<file path="src/rtl/image_io_ctrl_if.sv">
// Port-0 memory bus plus the pixel streams and core handshake of image_io_ctrl.
// master: the controller side; slave: stream source/sink, cores and memory.
interface image_io_ctrl_if #(
  parameter int A_W = 5,
  parameter int D_W = 1
);
  logic           GO;
  logic [D_W-1:0] S_DATA;
  logic           S_VALID;
  logic           S_READY;
  logic [D_W-1:0] M_DATA;
  logic           M_VALID;
  logic           M_READY;
  logic           M_LAST;
  logic           START_OUT;
  logic           DONE_IN;
  logic           BUSY;
  logic [A_W-1:0] A_0;
  logic [D_W-1:0] DI_0;
  logic           WE_0;
  logic [D_W-1:0] DQ_0;

  modport master (
    input  GO, S_DATA, S_VALID, M_READY, DONE_IN, DQ_0,
    output S_READY, M_DATA, M_VALID, M_LAST, START_OUT, BUSY, A_0, DI_0, WE_0
  );

  modport slave (
    output GO, S_DATA, S_VALID, M_READY, DONE_IN, DQ_0,
    input  S_READY, M_DATA, M_VALID, M_LAST, START_OUT, BUSY, A_0, DI_0, WE_0
  );
endinterface

</file>
<file path="src/rtl/image_io_ctrl.sv">
// image_io_ctrl: loads a DEPTH-pixel image into memory port 0, starts the
// cores, waits for DONE_IN, then streams the processed image back out.
// DEPTH must equal 2**A_W so the counters wrap exactly at the image end.
// Optional feature: define IMG_IO_PARITY_EN to add PAR_IN / PAR_OUT parity ports.
module image_io_ctrl #(
  parameter int A_W   = 5,
  parameter int D_W   = 1,
  parameter int DEPTH = 32
) (
  input  logic           CLK,
  input  logic           RST,
  image_io_ctrl_if.master bus
`ifdef IMG_IO_PARITY_EN
  ,
  output logic           PAR_IN,
  output logic           PAR_OUT
`endif
);

  localparam logic [A_W-1:0] LAST = A_W'(DEPTH - 1);

  typedef enum logic [1:0] {IDLE, LOAD, RUN, UNLOAD} state_t;

  state_t         state_reg, state_next;
  logic [A_W-1:0] wr_cnt_reg, wr_cnt_next;
  logic [A_W-1:0] rd_cnt_reg, rd_cnt_next;
  logic           first_reg, first_next;   // marks the first RUN cycle
  logic           in_beat;
  logic           out_beat;

  // State and counter registers; reset wins over every other event.
  always_ff @(posedge CLK) begin
    if (RST) begin
      state_reg  <= IDLE;
      wr_cnt_reg <= '0;
      rd_cnt_reg <= '0;
      first_reg  <= 1'b0;
    end else begin
      state_reg  <= state_next;
      wr_cnt_reg <= wr_cnt_next;
      rd_cnt_reg <= rd_cnt_next;
      first_reg  <= first_next;
    end
  end

  // Next-state logic and output decode. Handshake strobes are masked while
  // RST is high so no beat, write or start pulse lands in a reset cycle.
  always_comb begin
    state_next    = state_reg;
    wr_cnt_next   = wr_cnt_reg;
    rd_cnt_next   = rd_cnt_reg;
    first_next    = 1'b0;
    in_beat       = 1'b0;
    out_beat      = 1'b0;
    bus.S_READY   = 1'b0;
    bus.M_DATA    = '0;
    bus.M_VALID   = 1'b0;
    bus.M_LAST    = 1'b0;
    bus.START_OUT = 1'b0;
    bus.A_0       = '0;
    bus.DI_0      = bus.S_DATA;
    bus.WE_0      = 1'b0;
    bus.BUSY      = (state_reg != IDLE);

    case (state_reg)
      IDLE: begin
        wr_cnt_next = '0;
        rd_cnt_next = '0;
        if (bus.GO) state_next = LOAD;
      end

      LOAD: begin
        bus.S_READY = ~RST;
        bus.A_0     = wr_cnt_reg;
        bus.WE_0    = bus.S_VALID & ~RST;
        in_beat     = bus.S_VALID;
        if (in_beat) begin
          wr_cnt_next = wr_cnt_reg + 1'b1;
          if (wr_cnt_reg == LAST) begin
            state_next = RUN;
            first_next = 1'b1;
          end
        end
      end

      RUN: begin
        bus.START_OUT = first_reg & ~RST;
        if (bus.DONE_IN) state_next = UNLOAD;
      end

      UNLOAD: begin
        bus.A_0     = rd_cnt_reg;
        bus.M_DATA  = bus.DQ_0;
        bus.M_VALID = ~RST;
        bus.M_LAST  = (rd_cnt_reg == LAST);
        out_beat    = bus.M_READY;
        if (out_beat) begin
          rd_cnt_next = rd_cnt_reg + 1'b1;
          if (rd_cnt_reg == LAST) state_next = IDLE;
        end
      end

      default: state_next = IDLE;
    endcase
  end

`ifdef IMG_IO_PARITY_EN
  logic par_in_reg;
  logic par_out_reg;

  // Running parities: input side restarts on GO, output side on UNLOAD entry.
  always_ff @(posedge CLK) begin
    if (RST) begin
      par_in_reg  <= 1'b0;
      par_out_reg <= 1'b0;
    end else begin
      if (state_reg == IDLE && bus.GO)
        par_in_reg <= 1'b0;
      else if (state_reg == LOAD && in_beat)
        par_in_reg <= par_in_reg ^ (^bus.S_DATA);

      if (state_reg == RUN && bus.DONE_IN)
        par_out_reg <= 1'b0;
      else if (state_reg == UNLOAD && out_beat)
        par_out_reg <= par_out_reg ^ (^bus.DQ_0);
    end
  end

  assign PAR_IN  = par_in_reg;
  assign PAR_OUT = par_out_reg;
`endif

endmodule

</file>
<file path="src/flat_wrapper.sv">
// flat-port wrapper written by rule: the top's interface ports become plain ports
module image_io_ctrl_flat 
#(
  parameter int A_W   = 5,
  parameter int D_W   = 1,
  parameter int DEPTH = 32
)
  (CLK, RST, bus_GO, bus_S_DATA, bus_S_VALID, bus_M_READY, bus_DONE_IN, bus_DQ_0, bus_S_READY, bus_M_DATA, bus_M_VALID, bus_M_LAST, bus_START_OUT, bus_BUSY, bus_A_0, bus_DI_0, bus_WE_0);
  image_io_ctrl_if #(.A_W(A_W), .D_W(D_W)) bus_i ();
  input  logic CLK;
  input  logic RST;
  input wire logic [$bits(bus_i.GO)-1:0] bus_GO;
  input wire logic [$bits(bus_i.S_DATA)-1:0] bus_S_DATA;
  input wire logic [$bits(bus_i.S_VALID)-1:0] bus_S_VALID;
  input wire logic [$bits(bus_i.M_READY)-1:0] bus_M_READY;
  input wire logic [$bits(bus_i.DONE_IN)-1:0] bus_DONE_IN;
  input wire logic [$bits(bus_i.DQ_0)-1:0] bus_DQ_0;
  output wire logic [$bits(bus_i.S_READY)-1:0] bus_S_READY;
  output wire logic [$bits(bus_i.M_DATA)-1:0] bus_M_DATA;
  output wire logic [$bits(bus_i.M_VALID)-1:0] bus_M_VALID;
  output wire logic [$bits(bus_i.M_LAST)-1:0] bus_M_LAST;
  output wire logic [$bits(bus_i.START_OUT)-1:0] bus_START_OUT;
  output wire logic [$bits(bus_i.BUSY)-1:0] bus_BUSY;
  output wire logic [$bits(bus_i.A_0)-1:0] bus_A_0;
  output wire logic [$bits(bus_i.DI_0)-1:0] bus_DI_0;
  output wire logic [$bits(bus_i.WE_0)-1:0] bus_WE_0;
  assign bus_i.GO = bus_GO;
  assign bus_i.S_DATA = bus_S_DATA;
  assign bus_i.S_VALID = bus_S_VALID;
  assign bus_i.M_READY = bus_M_READY;
  assign bus_i.DONE_IN = bus_DONE_IN;
  assign bus_i.DQ_0 = bus_DQ_0;
  assign bus_S_READY = bus_i.S_READY;
  assign bus_M_DATA = bus_i.M_DATA;
  assign bus_M_VALID = bus_i.M_VALID;
  assign bus_M_LAST = bus_i.M_LAST;
  assign bus_START_OUT = bus_i.START_OUT;
  assign bus_BUSY = bus_i.BUSY;
  assign bus_A_0 = bus_i.A_0;
  assign bus_DI_0 = bus_i.DI_0;
  assign bus_WE_0 = bus_i.WE_0;
  image_io_ctrl #(.A_W(A_W), .D_W(D_W), .DEPTH(DEPTH)) u_core (.CLK(CLK), .RST(RST), .bus(bus_i));
endmodule
</file>
<file path="config.mk">
export PLATFORM = sky130hd
export DESIGN_NAME = image_io_ctrl_flat
export DESIGN_NICKNAME = d
export VERILOG_FILES = /design/src/rtl/image_io_ctrl_if.sv /design/src/rtl/image_io_ctrl.sv /design/src/flat_wrapper.sv
export SDC_FILE = /design/constraint.sdc
export NUM_CORES = 1
export LEC_CHECK = 0
export ABC_AREA = 1
export CAP_MARGIN = 20
export CORE_MARGIN = 4
export CORE_UTILIZATION = 47
export DETAILED_ROUTE_END_ITERATION = 12
export PLACE_DENSITY = 0.78
export REMOVE_ABC_BUFFERS = 1
export SKIP_LAST_GASP = 1
export SLEW_MARGIN = 5
export SYNTH_ARGS = -nofsm -noshare
export SYNTH_HDL_FRONTEND = slang
export SYNTH_SLANG_ARGS = --single-unit
</file>
<file path="constraint.sdc">
create_clock -name CLK -period 1.8 [get_ports CLK]
set_input_delay 0.45 -clock CLK [delete_from_list [all_inputs] [get_ports CLK]]
set_output_delay 0.45 -clock CLK [all_outputs]
set_load 0.05 [all_outputs]
</file>
# == Word-level counts from Yosys, hierarchy flattened ==
# Index checks and enable logic that the tools add are counted.
# word_totals
register_bits,13
in_bits,8
out_inout_bits,13
wordCells,49
# classes
add_sub_neg,2
eq_ne,11
n_mux,19
bitwise_logic,5
reduce_logical,8
# ops
operator,n
$pmux W5 S2,3
$mux W2,6
$add A5 B1 Y5 const B,2
$eq A5 B5 Y1 const B,2
$mux W5,2
$ne A2 B2 Y1 const B,4
$pmux W2 S4,1
$mux W1,7
$reduce_and A6 Y1,1
$reduce_bool A2 Y1,3
$eq A2 B2 Y1 const B,2
$ne A2 B1 Y1 const B,2
$reduce_and A2 Y1,2
$not A1 Y1,3
$reduce_or A3 Y1,1
$and A1 B1 Y1,2
$eq A2 B1 Y1 const B,1
$logic_not A2 Y1,1

# == Longest topological paths before layout ==
# depth
word_depth,4
depth_mapped,10
ltp_nobuf,10

# == Worst setup path after synthesis ==
# No wires, ideal clock.
# synth_path
path_type,reg-to-output
start,reg u_core.state_reg[0]
end,out bus_A_0[0]
t_arrival_ps,1818
required_ps,1350
setup_slack_ps,-468
path_stages_with_launch,4
path_buffers,0
path_cell_list,dfxtp_1 -> ha_1 -> inv_2 -> o21ai_0
# synth_between
elab_chain_cells,2
word_cells_on_any_way,3
classes_between,eq/ne (2); mux (1)
# synth_lines
item,line,rtl
"start, declared",image_io_ctrl.sv:24,"state_t state_reg, state_next;"
"start signal, assigned",image_io_ctrl.sv:39,state_reg <= state_next;
$eq A2 B2 Y1 or $eq A2 B1 Y1 (tied branches),image_io_ctrl.sv:65,case (state_reg)
$pmux W5 S2 *,image_io_ctrl.sv:65,
"end, declared",flat_wrapper.sv:24,output wire logic [$bits(bus_i.A_0)-1:0] bus_A_0;
# Mark *: on every way between the ends. The rest lies on a longest branch, timed or not.

# == Final worst setup path ==
# layout_path
start,reg u_core.state_reg[1]
end,out bus_A_0[2]
# Same word-level chain as after synthesis.

==> impl_metrics.toml <==
[timing]
whs_ps = 432
maxSlewHeadroom = 0.762
rsz0062_at_grt = "yes"
finalCriticalPeriod_ps = 1880
finalSetupViolCount = 4
clock.fmax_ghz = 0.532
tightest_slew_ps = 357
skew_ps = 0.621
finalHoldViolCount = 0
maxSlewViolCount = 0
worst_slack_ps = -80.0
fin_crit_sh = 1.04

[route]
via_per_inst = 5.40
route.vias.total = 881
drc = 0
drt-wirelength-per-cell_um = 15.6
detail-route-antenna-nets = 0
wirelength_mm = 2.54
drt_iter0_markers = 20
first_pass_iters = 4

[floorplanning]
initial_core_util = 0.513
fp-row-count = 14
io-pin-count = 21
die_h_um = 49.2
dieArea_sq_mm = 0.00243
fp.dieW_um = 49.2
coreArea_sq_mm = 0.00156

[global_routing]
grt_pass1_vias = 914
grt_pass1_wl_mm = 3.85
antenna_found_initial = 0
grtUsageTotal = 0.201
grt_max_degree = 11
overflow = 0

[critical_path]
crit_type = "flip-flop to output port"
end_kind = "output port"
start_kind = "flip-flop"
required_ps = 1350
crit_fanout = 6
arrival_ps = 1430
r2r_slack_ps = 180

[synth]
netlist_instances = 120
synth_warnings = 0
ys_ff_latch = 13
seq_area_frac_synth = 0.326
ys_types = 19
avgSynthCellArea_sq_um = 6.66
synth_area_sq_um = 800

[run_status]
failed_checks = "setup timing"
status = "complete, but fails checks"

[clock_network]
clock_latency_ps = 270
cts.reportedPaths.clkPinSlew_ps = 80
htreeDepth = 1
cts_root_buffer = "clkbuf_4"
cts-buffers-inserted = 3
cts.sinks = 13
cts_hold_buffers = 0
cts_buffer_depth = 2
cts_tree = "yes"

[place]
io_buffers = 18
dp_hpwl_mm = 1.58
gp_congestion = 0.833

[layout]
syn_to_final_growth_pct = 63.4
drive_above_1_share = 0.333
n_antenna_cell = 0
final_util = 0.838
final_nets = 164

[power]
leakage_uw = 0.000558
ir_drop_v = 0.000676
powerDensity_mw_per_mm2 = 980

[run]
cap_violations = 0

[hold_path]
hp-class = "flip-flop to flip-flop"
-- placed cells by master (no fill, tap or decap), types with 4 or more instances in the layout --
cell type,netlist,routed
buf_12,0,12
buf_4,1,6
dfxtp_1,13,7
a21oi_1,8,8
nor2_1,14,9
nor2_2,0,4
nand3_1,9,9
o21ai_0,7,5
ha_1,8,4
clkdlybuf4s50_1,0,5
nand2_1,25,24
inv_1,20,18
-- report_power, final --
group | switching (uW) | internal, uW
combinational | 438 | 280
sequential | 49.8 | 326
clock | 100 | 85.8
total | 588 | 692
-- synthesized netlist by cell type --
master / number / area, sq um
ha_1: 8 / 100
o31ai_1: 1 / 7.51
o22ai_1: 2 / 12.5
nand4_1: 2 / 12.5
inv_2: 2 / 7.51
buf_2: 1 / 5.00
a22o_1: 1 / 8.76
a21oi_2: 1 / 8.76
nand2_1: 25 / 93.8
inv_1: 20 / 75.1
nor2_1: 14 / 52.6
o21ai_0: 7 / 35.0
clkinv_1: 1 / 3.75
nor3_1: 3 / 15.0
buf_4: 1 / 7.51
nand3_1: 9 / 45.0
o21ai_2: 1 / 8.76
dfxtp_1: 13 / 260
a21oi_1: 8 / 40.0
-- worst max-delay path, stage by stage (launching register included) --
cell	delay, ps
dfxtp_4	380
inv_4	60
ha_4	140
inv_1	140
o22ai_2	260
buf_12	170
-- routing by layer --
metal  track usage  wire length [um]
met3        0.0336               128
met4        0.0853                48
met2         0.386              1390
met5             0                 0
met1         0.208               965
-- kinds of logic (layout without fill, tap and decap cells) --
group	Yosys count	in the layout	synth area share
simple gates	53	53	0.274
buf+inv	25	52	0.124
fa+ha+maj	8	8	0.125
flops	13	13	0.326
compound gates	21	21	0.152
-- worst paths after layout --
path / start / end / depth (start not counted)
max: u_core.state_reg[1] / bus_A_0[2] / 5
min: u_core.wr_cnt_reg[3] / u_core.wr_cnt_reg[3] / 1
max reg2reg: u_core.wr_cnt_reg[0] / u_core.state_reg[0] / 10
min reg2reg: u_core.wr_cnt_reg[3] / u_core.wr_cnt_reg[3] / 1
-- timing repair --
item | in CTS | in global routing
endpoints found under the setup margin | 10 | 13
setup buffers | 2 | 0
gates resized for setup | 24 | 13
pin swaps | 7 | 4
-- per-stage QoR --
stage | total power, uW | cell area [sq um] | TNS, ps | worst slack, ps | cells
final | 1280 | 1310 | -252 | -80.0 | 163
after detailed placement | 989 | 1140 | -186 | -82.3 | 157
after floorplan | 734 | 787 | -1370 | -468 | 118
after CTS | 1220 | 1250 | -129 | -45.1 | 163
after global placement | 965 | 1140 | -105 | -69.4 | 157
after global routing | 1350 | 1310 | -611 | -141 | 163
-- final cells by class --
cell class | count | area, sq um
Clock buffer | 4 | 26.3
Fill cell | 81 | 253
Inverter | 23 | 88.8
Multi-Input combinational cell | 82 | 541
Sequential cell | 13 | 275
Tap cell | 16 | 20.0
Timing Repair Buffer | 25 | 355
Note: power is estimated with default switching activity, not from simulation.
